--- config.mk ---
export PLATFORM = sky130hd
export DESIGN_NAME = adc_sample_sequencer
export DESIGN_NICKNAME = d
export VERILOG_FILES = /design/src/rtl/adc_sample_sequencer.sv
export SDC_FILE = /design/constraint.sdc
export NUM_CORES = 1
export LEC_CHECK = 0
export BUFFER_PORTS_ARGS = -buffer_cell sky130_fd_sc_hd__buf_2
export CAP_MARGIN = 30
export CORE_MARGIN = 1
export CORE_UTILIZATION = 65
export CTS_BUF_LIST = sky130_fd_sc_hd__clkbuf_4
export DETAILED_ROUTE_END_ITERATION = 10
export PLACE_DENSITY = 0.85
export SYNTH_ARGS = -nofsm -noshare
export SYNTH_HDL_FRONTEND = slang
export SYNTH_SLANG_ARGS = --single-unit
--- constraint.sdc ---
create_clock -name clk -period 4.3 [get_ports clk]
set_input_delay 0.215 -clock clk [delete_from_list [all_inputs] [get_ports clk]]
set_output_delay 0.215 -clock clk [all_outputs]
set_load 0.02 [all_outputs]
--- src/rtl/adc_sample_sequencer.sv ---
// Periodic ADC conversion sequencer: drives convst_bar, captures adc_data,
// keeps a 4-sample running mean and a sticky out-of-window fault.
module adc_sample_sequencer #(
    parameter int PERIOD   = 500,
    parameter int PULSE_W  = 4,
    parameter int CONV_CYC = 20,
    parameter int FAULT_N  = 3
) (
    input  logic       clk,
    input  logic       rst,
    input  logic       en,
    input  logic [7:0] adc_data,
    input  logic [7:0] hi_th,
    input  logic [7:0] lo_th,
    input  logic       clr_fault,
    output logic       convst_bar,
    output logic [7:0] sample,
    output logic       sample_valid,
    output logic [7:0] sample_avg,
    output logic       fault
);

    localparam int PCW  = $clog2(PERIOD);
    localparam int CMAX = (PULSE_W > CONV_CYC) ? PULSE_W : CONV_CYC;
    localparam int CCW  = $clog2(CMAX);
    localparam logic [PCW-1:0] P_LAST     = PCW'(PERIOD - 1);
    localparam logic [CCW-1:0] PULSE_LAST = CCW'(PULSE_W - 1);
    localparam logic [CCW-1:0] CONV_LAST  = CCW'(CONV_CYC - 1);
    localparam logic [2:0]     FAULT_LIM  = 3'(FAULT_N);

    typedef enum logic [2:0] {
        IDLE    = 3'd0,
        CONV    = 3'd1,
        WAIT    = 3'd2,
        CAPTURE = 3'd3,
        HOLD    = 3'd4
    } state_t;

    function automatic logic out_of_window(input logic [7:0] d, input logic [7:0] hi,
                                           input logic [7:0] lo);
        return (d > hi) || (d < lo);
    endfunction

    function automatic logic [1:0] sat_inc2(input logic [1:0] c);
        return (c == 2'd3) ? 2'd3 : c + 2'd1;
    endfunction

    state_t           state_r;
    logic [PCW-1:0]   pcnt_r;
    logic [CCW-1:0]   ccnt_r;
    logic             convst_bar_r;
    logic             sample_valid_r;
    logic [7:0]       sample_r;
    logic [7:0]       sample_avg_r;
    logic [3:0][7:0]  hist_r;
    logic [9:0]       sum_r;
    logic [1:0]       out_cnt_r;
    logic             fault_r;

    logic             capture_s;
    logic             pwrap_s;
    logic [1:0]       next_cnt_s;
    logic             fault_set_s;
    logic [9:0]       sum_next_s;

    // Capture decision, window update and running-sum next values
    always_comb begin
        capture_s   = (state_r == WAIT) && (ccnt_r == CONV_LAST);
        pwrap_s     = (pcnt_r == P_LAST);
        next_cnt_s  = out_of_window(adc_data, hi_th, lo_th) ? sat_inc2(out_cnt_r) : 2'd0;
        fault_set_s = capture_s && ({1'b0, next_cnt_s} >= FAULT_LIM);
        sum_next_s  = sum_r + {2'b00, adc_data} - {2'b00, hist_r[3]};
    end

    // Conversion FSM with period counter and registered strobes
    always_ff @(posedge clk) begin
        if (!rst) begin
            state_r        <= IDLE;
            convst_bar_r   <= 1'b1;
            sample_valid_r <= 1'b0;
            ccnt_r         <= '0;
            pcnt_r         <= '0;
        end else begin
            sample_valid_r <= 1'b0;
            if (state_r != IDLE) begin
                pcnt_r <= pwrap_s ? '0 : pcnt_r + 1'b1;
            end
            case (state_r)
                IDLE: begin
                    if (en) begin
                        state_r      <= CONV;
                        convst_bar_r <= 1'b0;
                        ccnt_r       <= '0;
                        pcnt_r       <= '0;
                    end
                end
                CONV: begin
                    if (ccnt_r == PULSE_LAST) begin
                        state_r      <= WAIT;
                        convst_bar_r <= 1'b1;
                        ccnt_r       <= '0;
                    end else begin
                        ccnt_r <= ccnt_r + 1'b1;
                    end
                end
                WAIT: begin
                    if (capture_s) begin
                        state_r        <= CAPTURE;
                        sample_valid_r <= 1'b1;
                        ccnt_r         <= '0;
                    end else begin
                        ccnt_r <= ccnt_r + 1'b1;
                    end
                end
                CAPTURE: begin
                    state_r <= HOLD;
                end
                HOLD: begin
                    // en is only consulted at the period boundary
                    if (pwrap_s) begin
                        pcnt_r <= '0;
                        ccnt_r <= '0;
                        if (en) begin
                            state_r      <= CONV;
                            convst_bar_r <= 1'b0;
                        end else begin
                            state_r <= IDLE;
                        end
                    end
                end
                default: begin
                    state_r      <= IDLE;
                    convst_bar_r <= 1'b1;
                    ccnt_r       <= '0;
                    pcnt_r       <= '0;
                end
            endcase
        end
    end

    // Sample capture, averaging history, out-of-window count and sticky fault
    always_ff @(posedge clk) begin
        if (!rst) begin
            sample_r     <= 8'd0;
            sample_avg_r <= 8'd0;
            hist_r       <= '0;
            sum_r        <= 10'd0;
            out_cnt_r    <= 2'd0;
            fault_r      <= 1'b0;
        end else begin
            if (capture_s) begin
                sample_r     <= adc_data;
                hist_r       <= {hist_r[2:0], adc_data};
                sum_r        <= sum_next_s;
                sample_avg_r <= sum_next_s[9:2];
                out_cnt_r    <= next_cnt_s;
            end else if (clr_fault) begin
                out_cnt_r <= 2'd0;
            end
            // A setting capture takes priority over a coincident clear
            if (fault_set_s) begin
                fault_r <= 1'b1;
            end else if (clr_fault) begin
                fault_r <= 1'b0;
            end
        end
    end

    assign convst_bar   = convst_bar_r;
    assign sample       = sample_r;
    assign sample_valid = sample_valid_r;
    assign sample_avg   = sample_avg_r;
    assign fault        = fault_r;

endmodule
==> results.json, run 1 <==
{
  "ant_nets": 0,
  "yosys_most_used_dff": "dfxtp_1",
  "post_cts_resize_count": 0,
  "maxCapViolCount": 0,
  "status": "complete, no violations",
  "ctsHoldBuffers": 0,
  "power_density_nw_per_um2": 284,
  "clk_path_buf_depth": 2,
  "synth_fp_nets": 544,
  "dpl.cell_count": 567,
  "antenna_found_initial": 0,
  "period_needed_ns": 2.79,
  "postSynthAreaPerCell_um2": 7.85,
  "fin_setup_tns_ns": 0,
  "syn_inst": 481,
  "crit_path_top_delay_cell": "fa_1",
  "root_buffer": "clkbuf_4",
  "post-cts-setup-buffers": 0,
  "cts_tree": "yes",
  "insertion_delay_ns": 0.40,
  "rsz0062_at_grt": "false",
  "synth-edff-count": 0,
  "crit_path_max_incr_delay_ns": 0.50,
  "ys_seq_elements": 64,
  "yosysSeqAreaShare_pct": 33.9,
  "synth_area_leaders": "dfxtp_1 34%, ha_1 8.9%, nand2_1 8.5%",
  "criticalPathCategory": "reg -> reg",
  "vdd_ir_drop_max_v": 0.000248,
  "num-nets-final": 569,
  "portBuffers": 46,
  "synthTopCellsByCount": "86 x nand2_1, 64 x dfxtp_1, 56 x a21oi_1",
  "arrival_ns": 3.05,
  "ys_types": 61,
  "diodes": 0,
  "period_share_pct": 65.0,
  "die-area_um2": 6120,
  "fmax_mhz": 358,
  "required_ns": 4.56,
  "core_area_um2": 5540,
  "path_buf_inv": 2,
  "yosysTopAreaCellShare_pct": 33.9,
  "synthMostInstantiatedCell": "nand2_1",
  "crit_cells": 9,
  "avgRoutedWirePerCell_um": 13.1,
  "leakage_nw": 1.73,
  "ys_warn_count": 0,
  "hold_viol_final": 0,
  "reg2reg_slack_ns": 1.51,
  "drc": 0,
  "grt_max_degree": 55,
  "place_congestion": 0.827,
  "cp-start-kind": "flop",
  "final_util_pct": 73.1,
  "grt-ovfl-total": 0,
  "grt_util_all_layers_pct": 27.3,
  "worstHoldPathCells": 3,
  "yosysTopAreaCell": "dfxtp_1",
  "max_slew_margin_pct": 40.3,
  "async_flop_share_pct": 0,
  "layout-drive-gt1-share_pct": 14.5,
  "numCtsBuffers": 9,
  "fp-row-count": 27,
  "critPathTopFamily": "compound AO/OA/AOI/OAI gates",
  "fp.dieH_um": 78.2,
  "first_pass_iters": 4,
  "drt-initial-drc-count": 169,
  "rr_worst_depth": 9,
  "netlist_area_um2": 3780,
  "finClkSkew_ns": 0.0207,
  "die-width_um": 78.2,
  "drv_slew": 0,
  "drt_wl_total_um": 7620,
  "synthToLayoutAreaGrowth_pct": 7.19,
  "end_kind": "flop",
  "post_layout_nonfiller_instances": 583,
  "vias_per_cell": 5.62,
  "initial_core_util_pct": 68.2,
  "htree_num_levels": 3,
  "grt_pass1_wl_um": 13200,
  "crit_chain": "inv_1 > fa_1 > inv_1 > ha_1 > o21ai_0 > o21ai_0 > a2111oi_0 > a2111oi_0 > o221ai_1",
  "worst_pin_slew_ns": 0.894,
  "worstPathMaxFanout": 5,
  "hpwl_um": 5530,
  "grt_pass1_vias": 2915,
  "ios": 47,
  "hold_class": "in -> reg",
  "path_clk_slew_ns": 0.11,
  "vias": 3275,
  "setup_violations": 0,
  "clock-sinks": 64
}
cell usage in the layout (no fill, tap or decap), types with 4 or more instances in the layout:
cell type,Yosys,routed
a211oi_1,6,6
a21o_1,4,4
a21oi_1,56,56
a31oi_1,4,4
and3_1,6,6
buf_2,6,46
clkbuf_4,0,10
dfxtp_1,64,64
fa_1,8,8
ha_1,27,27
inv_1,51,51
nand2_1,86,86
nand3_1,13,13
nand4_1,8,8
nor2_1,28,28
nor2b_1,7,7
nor3_1,5,5
o21ai_0,11,11
xor2_1,6,6
logic make-up (layout without fill, tap and decap cells):
logic type / count (synthesis) / after routing / synth area share (%)
and+or+nand+nor: 178 / 178 / 22.2
AOI/OAI and AO/OA: 108 / 108 / 18.0
adders and majority gates: 35 / 35 / 13.2
buffers and inverters: 87 / 117 / 10.6
DFF: 64 / 64 / 33.9
xor gates and xnor gates: 9 / 9 / 2.09
metrics by stage:
step | instance area, um2 | hold slack, ns | worst slack [ns] | power [mW]
floorplan | 3780 | 0.351 | 1.86 | 0.722
global placement | 3910 | 0.436 | 1.62 | 0.760
detailed placement | 3910 | 0.442 | 1.50 | 0.766
CTS | 4050 | 0.0680 | 1.54 | 1.16
global route | 4050 | 0.0756 | 1.16 | 1.22
finish | 4050 | 0.0897 | 1.51 | 1.15
layer usage:
layer  global-route usage [%]  vias up  part of all wire, %
met3                     6.51       15                  4.2
met1                     35.8     1507                   46
li1                         -     1676                    -
met5                        0        -                    0
met2                     43.9       77                   48
met4                     9.44        0                  2.0
worst paths after layout:
kind                                    from                          to
setup / recovery  sample_avg[0]$_SDFFE_PN0P_  sample_avg[7]$_SDFFE_PN0P_
hold / removal                   adc_data[3]      hist_r[3]$_SDFFE_PN0P_
setup reg to reg  sample_avg[0]$_SDFFE_PN0P_  sample_avg[7]$_SDFFE_PN0P_
hold reg to reg      hist_r[14]$_SDFFE_PN0P_     hist_r[22]$_SDFFE_PN0P_
layout make-up:
type / count / area [um2]
repair buffers: 49 / 253
clock buffers: 10 / 75.1
inverters: 52 / 195
clock inverters: 6 / 60.1
well taps: 72 / 90.1
fillers: 448 / 1490
multi-input cells: 330 / 2090
flip-flops and latches: 64 / 1280
worst min-delay path, cell delays in order:
cell,delay [ns]
buf_2,0.13
nand2_1,0.06
a21oi_1,0.05
power by group:
part / switching, mW / leakage, nW / total, mW / internal [mW]
clock: 0.215 / 0.0722 / 0.396 / 0.181
combinational: 0.0874 / 1.14 / 0.148 / 0.0606
sequential: 0.00776 / 0.516 / 0.605 / 0.597
total: 0.310 / 1.73 / 1.15 / 0.839
sequential cells by signal (all words and copies together) (netlist names):
signal / count
out_cnt_r: 2
pcnt_r: 9
convst_bar: 1
state_r: 3
fault: 1
hist_r: 32
ccnt_r: 5
sample_avg: 8
sum_r: 2
sample_valid: 1
Note: power is estimated with default switching activity, not from simulation.
==> inputs of run 2 (changes only) <==
--- a/config.mk
+++ b/config.mk
@@ -5,13 +5,14 @@
 export SDC_FILE = /design/constraint.sdc
 export NUM_CORES = 1
 export LEC_CHECK = 0
+export ABC_AREA = 1
 export BUFFER_PORTS_ARGS = -buffer_cell sky130_fd_sc_hd__buf_2
 export CAP_MARGIN = 30
 export CORE_MARGIN = 1
-export CORE_UTILIZATION = 65
+export CORE_UTILIZATION = 60
 export CTS_BUF_LIST = sky130_fd_sc_hd__clkbuf_4
 export DETAILED_ROUTE_END_ITERATION = 10
-export PLACE_DENSITY = 0.85
+export PLACE_DENSITY = 0.79
 export SYNTH_ARGS = -nofsm -noshare
 export SYNTH_HDL_FRONTEND = slang
 export SYNTH_SLANG_ARGS = --single-unit
==> constraint.sdc (replaced) <==
create_clock -name clk -period 2.7 [get_ports clk]
set_input_delay 0.135 -clock clk [delete_from_list [all_inputs] [get_ports clk]]
set_output_delay 0.135 -clock clk [all_outputs]
set_load 0.02 [all_outputs]
==> run 2 against run 1 <==
  * Sequential share of layout area down 0.31 points
  * Largest power group unchanged
  * Clock skew down 0.0067 ns
  * Sequential cell count unchanged
  * Cell area up 0.99%
  * Die area up 7.8%
  * Power up 100%
  * Synthesized area down 0.30%
  * Final cell count up 7.4%
  * Fmax up 24%
==> results.json, run 2 <==
{
  "hpwl_um": 5440,
  "drt-initial-drc-count": 158,
  "clockPowerShare_pct": 30.9,
  "htree_num_levels": 3,
  "place_congestion": 0.892,
  "final_area_um2": 4090,
  "power_density_nw_per_um2": 563,
  "ant_nets": 0,
  "num-nets-final": 609,
  "drt_wl_total_um": 7400,
  "diodes": 0,
  "num-fill-cells": 515,
  "reg2reg_to": "sample_avg[4]$_SDFFE_PN0P_",
  "status": "complete, no violations",
  "worstHoldPathCells": 4,
  "clk_path_buf_depth": 2,
  "finClkSkew_ns": 0.0141,
  "holdWs_ns": 0.0141,
  "end_kind": "flop",
  "grt_pass1_wl_um": 12800,
  "crit_cells": 13,
  "final_common_cell": "inv_1",
  "cts_tree": "yes",
  "min_from": "clr_fault",
  "drc": 0,
  "yosys_most_used_dff": "dfxtp_1",
  "ys_seq_elements": 64,
  "max_slew_margin_pct": 60.4,
  "avgRoutedWirePerCell_um": 11.8,
  "core_area_um2": 5990,
  "portBuffers": 46,
  "grt_max_degree": 40,
  "multi_input_area_um2": 1990,
  "rr_worst_depth": 13,
  "hold_path_end": "fault$_SDFFE_PN0P_",
  "netlist_area_um2": 3770,
  "cp-start-kind": "flop",
  "ctsHoldBuffers": 0,
  "worstPathMaxFanout": 4,
  "switching_share_pct": 32.3,
  "fp.dieH_um": 81.2,
  "grt_pass1_vias": 2984,
  "rsz0062_at_grt": "false",
  "p_comb_share_pct": 24.3,
  "synthTopCellsByCount": "79 x inv_1, 76 x nand2_1, 71 x nor2_1",
  "antenna_found_initial": 0,
  "regArea_um2": 1280,
  "final_util_pct": 68.3,
  "crit_path_max_incr_delay_ns": 0.51,
  "criticalPathCategory": "reg -> reg",
  "insertion_delay_ns": 0.40,
  "period_share_pct": 83.3,
  "synth_area_leaders": "dfxtp_1 34%, ha_1 9.0%, inv_1 7.9%",
  "fmax_mhz": 445,
  "reg2reg_slack_ns": 0.45,
  "period_needed_ns": 2.25,
  "worst_pin_slew_ns": 0.594,
  "power.total_mw": 2.30,
  "post-cts-setup-buffers": 0,
  "first_pass_iters": 4,
  "synthMostInstantiatedCell": "inv_1",
  "setup_violations": 0,
  "post_layout_nonfiller_instances": 626,
  "yosysTopAreaCell": "dfxtp_1",
  "regMostFlops": "hist_r",
  "arrival_ns": 2.60,
  "numCtsBuffers": 9,
  "switchingPower_mw": 0.744,
  "async_flop_share_pct": 0,
  "yosysSeqAreaShare_pct": 34.0,
  "layout-drive-gt1-share_pct": 15.1,
  "largest_reg_flops": 32,
  "grt_util_all_layers_pct": 25.3,
  "dpl.cell_count": 610,
  "critPathTopFamily": "adder cells",
  "synth-edff-count": 0,
  "grt-ovfl-total": 0,
  "crit_chain": "inv_1 > fa_1 > inv_1 > ha_1 > nand3_1 > nand2_1 > nand2_1 > nor2_1 > nor2_1 > or2_2 > nand3_1 > nand2_1 > inv_1",
  "synth_fp_nets": 577,
  "hold_viol_final": 0,
  "leakage_nw": 2.18,
  "p_seq_share_pct": 44.8,
  "fin_setup_tns_ns": 0,
  "ios": 47,
  "post_cts_resize_count": 0,
  "power.internal_mw": 1.56,
  "setup_slack_ns": 0.452,
  "die-area_um2": 6600,
  "maxCapViolCount": 0,
  "rr_startpoint": "sample_avg[1]$_SDFFE_PN0P_",
  "fp-row-count": 28,
  "initial_core_util_pct": 62.9,
  "pre_cts_ws_ns": 0.512,
  "synthToLayoutAreaGrowth_pct": 8.57,
  "syn_inst": 514,
  "ys_warn_count": 0,
  "root_buffer": "clkbuf_4",
  "drv_slew": 0,
  "crit_path_top_delay_cell": "fa_1",
  "postSynthAreaPerCell_um2": 7.33,
  "vias_per_cell": 5.14,
  "path_clk_slew_ns": 0.10,
  "vias": 3219,
  "path_buf_inv": 3,
  "clock-sinks": 64,
  "required_ns": 3.05,
  "hold_class": "in -> reg",
  "ys_types": 38,
  "mostFrequentLayoutCells": "79 x inv_1, 76 x nand2_1, 71 x nor2_1",
  "vdd_ir_drop_max_v": 0.000420,
  "placed_cell_area_um2": 3940,
  "die-width_um": 81.2,
  "yosysTopAreaCellShare_pct": 34.0
}
## run 2: cell families (layout without fill, tap and decap cells)
| family | count (synthesis) | count (layout) | share of synthesized area (%) |
|---|---|---|---|
| simple gates | 195 | 195 | 23.2 |
| buf+inv | 112 | 149 | 13.2 |
| compound gates | 95 | 95 | 13.3 |
| flops | 64 | 64 | 34.0 |
| fa+ha+maj | 35 | 35 | 13.2 |
| xor+xnor | 12 | 12 | 2.79 |
| mux | 1 | 1 | 0.299 |
## run 2: worst max-delay path by stage
stage                                    start  slack (ns)                    endpoint
floorplan           sample_avg[0]$_SDFFE_PN0P_        0.65  sample_avg[4]$_SDFFE_PN0P_
global placement    sample_avg[0]$_SDFFE_PN0P_        0.58  sample_avg[4]$_SDFFE_PN0P_
detailed placement                 adc_data[1]        0.51  sample_avg[4]$_SDFFE_PN0P_
CTS                 sample_avg[0]$_SDFFE_PN0P_        0.48  sample_avg[4]$_SDFFE_PN0P_
global route        sample_avg[1]$_SDFFE_PN0P_        0.32  sample_avg[4]$_SDFFE_PN0P_
finish              sample_avg[1]$_SDFFE_PN0P_        0.45  sample_avg[4]$_SDFFE_PN0P_
## run 2: worst min-delay path, cell delays in order
cell and delay [ns]:
buf_2 0.08, inv_1 0.05, nand2_1 0.05, a21oi_1 0.05
## run 2: layout make-up
class / count / share of cell area [%]
Clock inverter: 7 / 2.11
Timing Repair Buffer: 50 / 6.36
Clock buffer: 9 / 1.65
Tap cell: 75 / 2.29
Multi-Input combinational cell: 338 / 48.6
Inverter: 83 / 7.62
Sequential cell: 64 / 31.3
## run 2: routing by layer
metal	share of wire, %	track usage (%)
met1	49	32.2
met5	0	0
met4	1.9	10.4
met3	2.9	4.38
met2	46	42.4
## run 2: power groups by stage
stage | logic (mW) | registers, mW | clock network (mW)
global placement | 0.536 | 1.05 | 0
finish | 0.560 | 1.03 | 0.711
floorplan | 0.424 | 1.05 | 0
detailed placement | 0.550 | 1.05 | 0
CTS | 0.556 | 1.03 | 0.728
global route | 0.631 | 1.04 | 0.762
